**src/rtl/hazard_pkg.sv**
```systemverilog
// Shared encodings and limits for the hazard scoreboard: forwarding-select codes,
// the multi-cycle occupancy bound and the width of the in-flight counter.
package hazard_pkg;

    localparam int MC_CNT_W     = 4;
    localparam int MC_MAX_LIMIT = 15;

    typedef enum logic [1:0] {
        FWD_RF       = 2'b00,
        FWD_EXE_ALU  = 2'b01,
        FWD_MEM_ALU  = 2'b10,
        FWD_MEM_LOAD = 2'b11
    } fwd_sel_e;

    // EXE is the youngest producer, so it shadows a MEM match on the same register.
    function automatic fwd_sel_e fwd_pick(input logic exe_hit, input logic mem_hit,
                                          input logic mem_is_load);
        fwd_sel_e sel;
        sel = FWD_RF;
        if (exe_hit) begin
            sel = FWD_EXE_ALU;
        end else if (mem_hit) begin
            sel = mem_is_load ? FWD_MEM_LOAD : FWD_MEM_ALU;
        end
        return sel;
    endfunction

endpackage

```
**src/rtl/hazard_sb_bank.sv**
```systemverilog
// Pending-write bits for multi-cycle destinations plus the in-flight op counter.
// Register 0 never holds a pending bit; a same-cycle set and clear of one bit leaves it set.
module hazard_sb_bank
    import hazard_pkg::*;
#(
    parameter int NREG = 32
) (
    input  logic                        clk,
    input  logic                        rst,
    input  logic                        set_en_i,
    input  logic [$clog2(NREG)-1:0]     set_idx_i,
    input  logic                        clr_en_i,
    input  logic [$clog2(NREG)-1:0]     clr_idx_i,
    output logic [NREG-1:0]             pending_o,
    output logic [MC_CNT_W-1:0]         outstanding_o
);

    localparam int RAW = $clog2(NREG);

    logic [NREG-1:1]     pend_q;
    logic [MC_CNT_W-1:0] cnt_q;
    logic [MC_CNT_W-1:0] cnt_d;

    genvar gi;
    generate
        for (gi = 1; gi < NREG; gi++) begin : g_pend
            always_ff @(posedge clk) begin
                if (!rst) begin
                    pend_q[gi] <= 1'b0;
                end else if (set_en_i && (set_idx_i == RAW'(gi))) begin
                    pend_q[gi] <= 1'b1;
                end else if (clr_en_i && (clr_idx_i == RAW'(gi))) begin
                    pend_q[gi] <= 1'b0;
                end
            end
        end
    endgenerate

    // A writeback with nothing in flight must not wrap the counter.
    always_comb begin
        cnt_d = cnt_q;
        if (set_en_i && !(clr_en_i && (cnt_q != '0))) begin
            cnt_d = cnt_q + MC_CNT_W'(1);
        end else if (!set_en_i && clr_en_i && (cnt_q != '0)) begin
            cnt_d = cnt_q - MC_CNT_W'(1);
        end
    end

    always_ff @(posedge clk) begin
        if (!rst) begin
            cnt_q <= '0;
        end else begin
            cnt_q <= cnt_d;
        end
    end

    assign pending_o     = {pend_q, 1'b0};
    assign outstanding_o = cnt_q;

endmodule

```
**src/rtl/hazard_scoreboard.sv**
```systemverilog
// Pipeline hazard unit: forwarding selects, load-use / scoreboard / structural stalls,
// branch flush. Optional perf counters (stall_cnt, flush_cnt) under HAZARD_PERF_EN.
module hazard_scoreboard
    import hazard_pkg::*;
#(
    parameter int NREG   = 32,
    parameter int MC_MAX = 2
) (
    input  logic                        clk,
    input  logic                        rst,
    input  logic [$clog2(NREG)-1:0]     rs1_ID,
    input  logic [$clog2(NREG)-1:0]     rs2_ID,
    input  logic [$clog2(NREG)-1:0]     rd_ID,
    input  logic                        rs1use_ID,
    input  logic                        rs2use_ID,
    input  logic                        branch_taken_ID,
    input  logic                        mc_issue_ID,
    input  logic [$clog2(NREG)-1:0]     rd_EXE,
    input  logic [$clog2(NREG)-1:0]     rd_MEM,
    input  logic                        RegWrite_EXE,
    input  logic                        DatatoReg_EXE,
    input  logic                        RegWrite_MEM,
    input  logic                        DatatoReg_MEM,
    input  logic                        mem_w_EXE,
    input  logic [$clog2(NREG)-1:0]     rs2_EXE,
    input  logic                        mc_wb_valid,
    input  logic [$clog2(NREG)-1:0]     mc_wb_rd,
    output logic                        pc_en_IF,
    output logic                        reg_FD_stall,
    output logic                        reg_FD_flush,
    output logic                        reg_DE_flush,
    output logic [1:0]                  fwd_sel_A,
    output logic [1:0]                  fwd_sel_B,
    output logic                        fwd_ls,
    output logic [NREG-1:0]             mc_pending,
    output logic [3:0]                  mc_outstanding
`ifdef HAZARD_PERF_EN
    ,
    output logic [31:0]                 stall_cnt,
    output logic [31:0]                 flush_cnt
`endif
);

    localparam logic [MC_CNT_W-1:0] MC_MAX_C = MC_CNT_W'(MC_MAX);

    logic                rs1_act;
    logic                rs2_act;
    logic                load_use;
    logic                sb_hazard;
    logic                struct_hazard;
    logic                stall;
    logic                issue_ok;
    logic [NREG-1:0]     pend;
    logic [MC_CNT_W-1:0] outst;

    assign rs1_act = rs1use_ID && (rs1_ID != '0);
    assign rs2_act = rs2use_ID && (rs2_ID != '0);

    assign fwd_sel_A = fwd_pick(rs1_act && RegWrite_EXE && (rd_EXE == rs1_ID),
                                rs1_act && RegWrite_MEM && (rd_MEM == rs1_ID),
                                DatatoReg_MEM);
    assign fwd_sel_B = fwd_pick(rs2_act && RegWrite_EXE && (rd_EXE == rs2_ID),
                                rs2_act && RegWrite_MEM && (rd_MEM == rs2_ID),
                                DatatoReg_MEM);

    // Load data arriving in MEM feeds a store's data operand sitting in EXE.
    assign fwd_ls = mem_w_EXE && RegWrite_MEM && DatatoReg_MEM
                 && (rd_MEM == rs2_EXE) && (rs2_EXE != '0);

    assign load_use = RegWrite_EXE && DatatoReg_EXE
                   && ((rs1_act && (rs1_ID == rd_EXE)) || (rs2_act && (rs2_ID == rd_EXE)));

    // No bypass from a same-cycle writeback; the regfile write-then-read covers the next cycle.
    assign sb_hazard = (rs1_act && pend[rs1_ID])
                    || (rs2_act && pend[rs2_ID])
                    || (mc_issue_ID && pend[rd_ID]);

    assign struct_hazard = mc_issue_ID && (outst == MC_MAX_C) && !mc_wb_valid;

    assign stall    = load_use || sb_hazard || struct_hazard;
    assign issue_ok = mc_issue_ID && !stall;

    always_comb begin
        pc_en_IF     = 1'b1;
        reg_FD_stall = 1'b0;
        reg_FD_flush = 1'b0;
        reg_DE_flush = 1'b0;
        if (stall) begin
            pc_en_IF     = 1'b0;
            reg_FD_stall = 1'b1;
            reg_DE_flush = 1'b1;
        end else if (branch_taken_ID) begin
            reg_FD_flush = 1'b1;
        end
    end

    hazard_sb_bank #(
        .NREG (NREG)
    ) u_sb_bank (
        .clk           (clk),
        .rst           (rst),
        .set_en_i      (issue_ok),
        .set_idx_i     (rd_ID),
        .clr_en_i      (mc_wb_valid),
        .clr_idx_i     (mc_wb_rd),
        .pending_o     (pend),
        .outstanding_o (outst)
    );

    assign mc_pending     = pend;
    assign mc_outstanding = outst;

`ifdef HAZARD_PERF_EN
    logic [31:0] stall_cnt_q;
    logic [31:0] stall_cnt_d;
    logic [31:0] flush_cnt_q;
    logic [31:0] flush_cnt_d;

    always_comb begin
        stall_cnt_d = stall_cnt_q;
        flush_cnt_d = flush_cnt_q;
        if (stall && (stall_cnt_q != '1)) begin
            stall_cnt_d = stall_cnt_q + 32'd1;
        end
        if (reg_FD_flush && (flush_cnt_q != '1)) begin
            flush_cnt_d = flush_cnt_q + 32'd1;
        end
    end

    always_ff @(posedge clk) begin
        if (!rst) begin
            stall_cnt_q <= '0;
            flush_cnt_q <= '0;
        end else begin
            stall_cnt_q <= stall_cnt_d;
            flush_cnt_q <= flush_cnt_d;
        end
    end

    assign stall_cnt = stall_cnt_q;
    assign flush_cnt = flush_cnt_q;
`endif

endmodule

```
**config.mk**
```make
export PLATFORM = sky130hd
export DESIGN_NAME = hazard_scoreboard
export DESIGN_NICKNAME = d
export VERILOG_FILES = /design/src/rtl/hazard_pkg.sv /design/src/rtl/hazard_sb_bank.sv /design/src/rtl/hazard_scoreboard.sv
export SDC_FILE = /design/constraint.sdc
export NUM_CORES = 1
export LEC_CHECK = 0
export ABC_AREA = 0
export CAP_MARGIN = 15
export CELL_PAD_IN_SITES_DETAIL_PLACEMENT = 0
export CELL_PAD_IN_SITES_GLOBAL_PLACEMENT = 2
export CORE_MARGIN = 2
export CORE_UTILIZATION = 28
export CTS_CLUSTER_DIAMETER = 150
export DETAILED_ROUTE_END_ITERATION = 16
export PLACE_DENSITY_LB_ADDON = 0.1
export SLEW_MARGIN = 20
export SYNTH_ARGS = -nofsm -noshare
export SYNTH_HDL_FRONTEND = slang
export SYNTH_SLANG_ARGS = --single-unit
```
**constraint.sdc**
```tcl
create_clock -name clk -period 4.4 [get_ports clk]
set_input_delay 1.1 -clock clk [delete_from_list [all_inputs] [get_ports clk]]
set_output_delay 1.1 -clock clk [all_outputs]
set_load 0.1 [all_outputs]
```
==> results.md <==
- Register area: 701 um^2
- Worst setup path class: primary input to output port
- Clock share of power: 24.3%
- Switching Share: 40.5%
- Lkg Pwr: 0.00167 uW
- Synthesized Nets: 397
- Pins Over Slew Limit: 0
- Area grow syn2layout: 52.5%
- Worst EP required: 3.30 ns
- Mapped cell area: 3060 um^2
- Fin crit period: 4.30 ns
- Most common cell after layout, fill and taps aside: clkdlybuf4s50_1
- Yosys reg bits: 35
- H-tree levels: 2
- Antenna diodes: 0
- Vias in the first global route: 3,159
- Ys async rst share: 0%
- Relative slew slack: 32.7%
- CTS tree: yes
- Die area: 11,800 um^2
- Crit-path max FO: 6
- Chip height: 109 um
- CP startpoint kind: primary input
- Fin worst setup slack: 0.0959 ns
- Seq/Total Area, Yosys: 22.9%
- IO buf count: 90
- Worst skew pair latency: 0.29 ns
- Gr usage total: 20.2%
- Cts bufs inserted: 5
- Pre-CTS setup slack: -0.140 ns
- Via count: 3,159
- Sw power: 506 uW
- Synthesized instance count: 347
- Fillers: 1,107
- Nets: 510
- Top achievable clock speed: 232 MHz
- Layout cells sized above 1: 24.1%
- Power per cell area: 268 nW/um^2
- YS warnings: 0
- Ys flop type: dfxtp_1
- Iter 0 DRT Violations: 214
- Yosys top cell area share: 22.9%
- Worst slew pin tran: 1.01 ns
- Hold crit path type: flip-flop to flip-flop
- Netlist cell types: 50
- Total of max-cap violations: 0
- Rows: 38
- Worst vdd ir: 0.154 mV
- Final hold violation count: 0
- Most frequent cells in the layout: clkdlybuf4s50_1 (69), buf_4 (40), dfxtp_1 (35), a21boi_0 (30)
- Critical path data arrival time: 3.20 ns
- Initial Utilization: 28.5%
- Cell taking the most area after synthesis: dfxtp_1
- Pin count of the biggest net entering global routing: 40
- Syn_area_per_cell: 8.82 um^2
- RSZ-0062 raised after global routing: false
- Post-synth EDFFs: 0
- Final antenna-violating net count: 0
- Sequential share of power: 28.8%
- I/O pin count: 92
- Outcome: finished clean
- CTS Buffer Depth: 2
- GRT overflow: 0
- Combinational share of power: 46.9%
- Clock-pin slew on the worst setup and hold paths: 0.07 ns
- DR DRC count: 0
- CP endpoint kind: output port
- P_int: 744 uW
- Clock Skews: 0.0114 ns
- TritonCTS sink count: 35
- Antenna violations before repair: 0
- Final wirelength: 11,800 um
- Area contributors post-synth: dfxtp_1 (23%), mux4_2 (15%), a21boi_0 (7.4%), o21ai_0 (4.4%), xnor2_1 (4.3%)
- Total power: 1250 uW
- Cts hold-fix bufs: 0
- Placer Congestion: 0.833
- WL/cell: 19.6 um
- Core Area: 10,700 um^2
- Post-DP HPWL: 9250 um
- Vias per cell: 5.26
- Final period util: 97.8%
- Root buffer cell: clkbuf_8
- First-pass GRT wire length: 17,900 um
- Chip Width: 109 um
- First-pass DRT Iterations: 4
- Multi-input gate area: 2310 um^2
- Setup-failing EPs final: 0
## power by group through the flow
| stage | Combinational, uW | Sequential, uW | Clock (uW) |
|---|---|---|---|
| 2_1_floorplan | 273 | 480 | 0 |
| 4_1_cts | 586 | 361 | 317 |
| 3_3_place_gp | 577 | 367 | 0 |
| 6_report | 586 | 360 | 303 |
| 5_1_grt | 623 | 364 | 327 |
| 3_5_place_dp | 577 | 369 | 0 |
## cell type report
class / instances / area share [%]
clock buffers: 6 / 1.77
clock inverters: 2 / 0.751
inverters: 4 / 0.322
multi-input cells: 278 / 49.6
flip-flops and latches: 35 / 15.0
well taps: 140 / 3.75
repair buffers: 136 / 28.8
## path summary, 6_finish.rpt
check | start | to | slack (ns) | depth (start not counted)
worst max-delay path | rs1_ID[0] | reg_FD_flush | 0.1 | 9
worst min-delay path | u_sb_bank.outstanding_o[3] | u_sb_bank.outstanding_o[3] | 0.49 | 2
worst max register to register | u_sb_bank.pending_o[11] | u_sb_bank.outstanding_o[3] | 1.15 | 14
worst min register to register | u_sb_bank.outstanding_o[3] | u_sb_bank.outstanding_o[3] | 0.49 | 2
## stage by stage
stage | instance area (um^2) | TNS (ns) | instances | utilization, % | hold WS, ns
floorplan | 3160 | -2.13 | 347 | - | 0.896
global placement | 4430 | -0.545 | 586 | 41.2 | 0.472
detailed placement | 4430 | -0.492 | 586 | 41.2 | 0.482
CTS | 4610 | 0 | 600 | 42.9 | 0.493
global route | 4670 | 0 | 601 | 43.4 | 0.509
finish | 4670 | 0 | 601 | 43.4 | 0.487
## cells in the mapped netlist (all sizes together), types with 6 or more instances
| library cell | number |
|---|---|
| a21boi | 31 |
| buf | 14 |
| clkbuf | 16 |
| dfxtp | 35 |
| mux2 | 6 |
| mux2i | 11 |
| mux4 | 20 |
| nand2 | 25 |
| nand2b | 11 |
| nand3 | 14 |
| nand3b | 13 |
| nand4 | 14 |
| nor2 | 11 |
| nor2b | 7 |
| nor3 | 12 |
| o21ai | 28 |
| o31ai | 7 |
| xnor2 | 15 |
| xor2 | 11 |
## cells by family after synthesis
family                     synth area share [%]
AOI/OAI and AO/OA                          18.3
xor gates and xnor gates                   7.69
adders and majority gates                  1.47
buffers and inverters                      5.27
DFF                                        22.9
muxes                                      20.5
other                                     0.123
and+or+nand+nor                            23.8
## sequential cells by signal (all words and copies together) (netlist names)
signal	cells
u_sb_bank.pending_o	31
u_sb_bank.outstanding_o	4
## per-layer routing
metal  wire length (um)  vias to the layer above  share of wire (%)  global-route usage, %
met5                  0                        -                  0                      0
met3                639                        6                5.4                   2.05
li1                   -                     1523                  -                      -
met4                105                        0               0.89                   4.67
met2               6100                       77                 52                   34.9
met1               4960                     1553                 42                   27.1
## critical path, stage by stage
cell and delay (ns):
clkdlybuf4s15_1 0.24, buf_6 0.15, mux4_2 0.49, mux2_4 0.29, o31ai_4 0.29, a21oi_4 0.06
nor3_4 0.21, and2_4 0.18, buf_12 0.16
## timing repair
item	in CTS	in global routing
gates resized for setup	18	12
setup endpoints to repair	4	4
buffers inserted	6	1
pin swaps	10	9
Note: power is estimated with default switching activity, not from simulation.
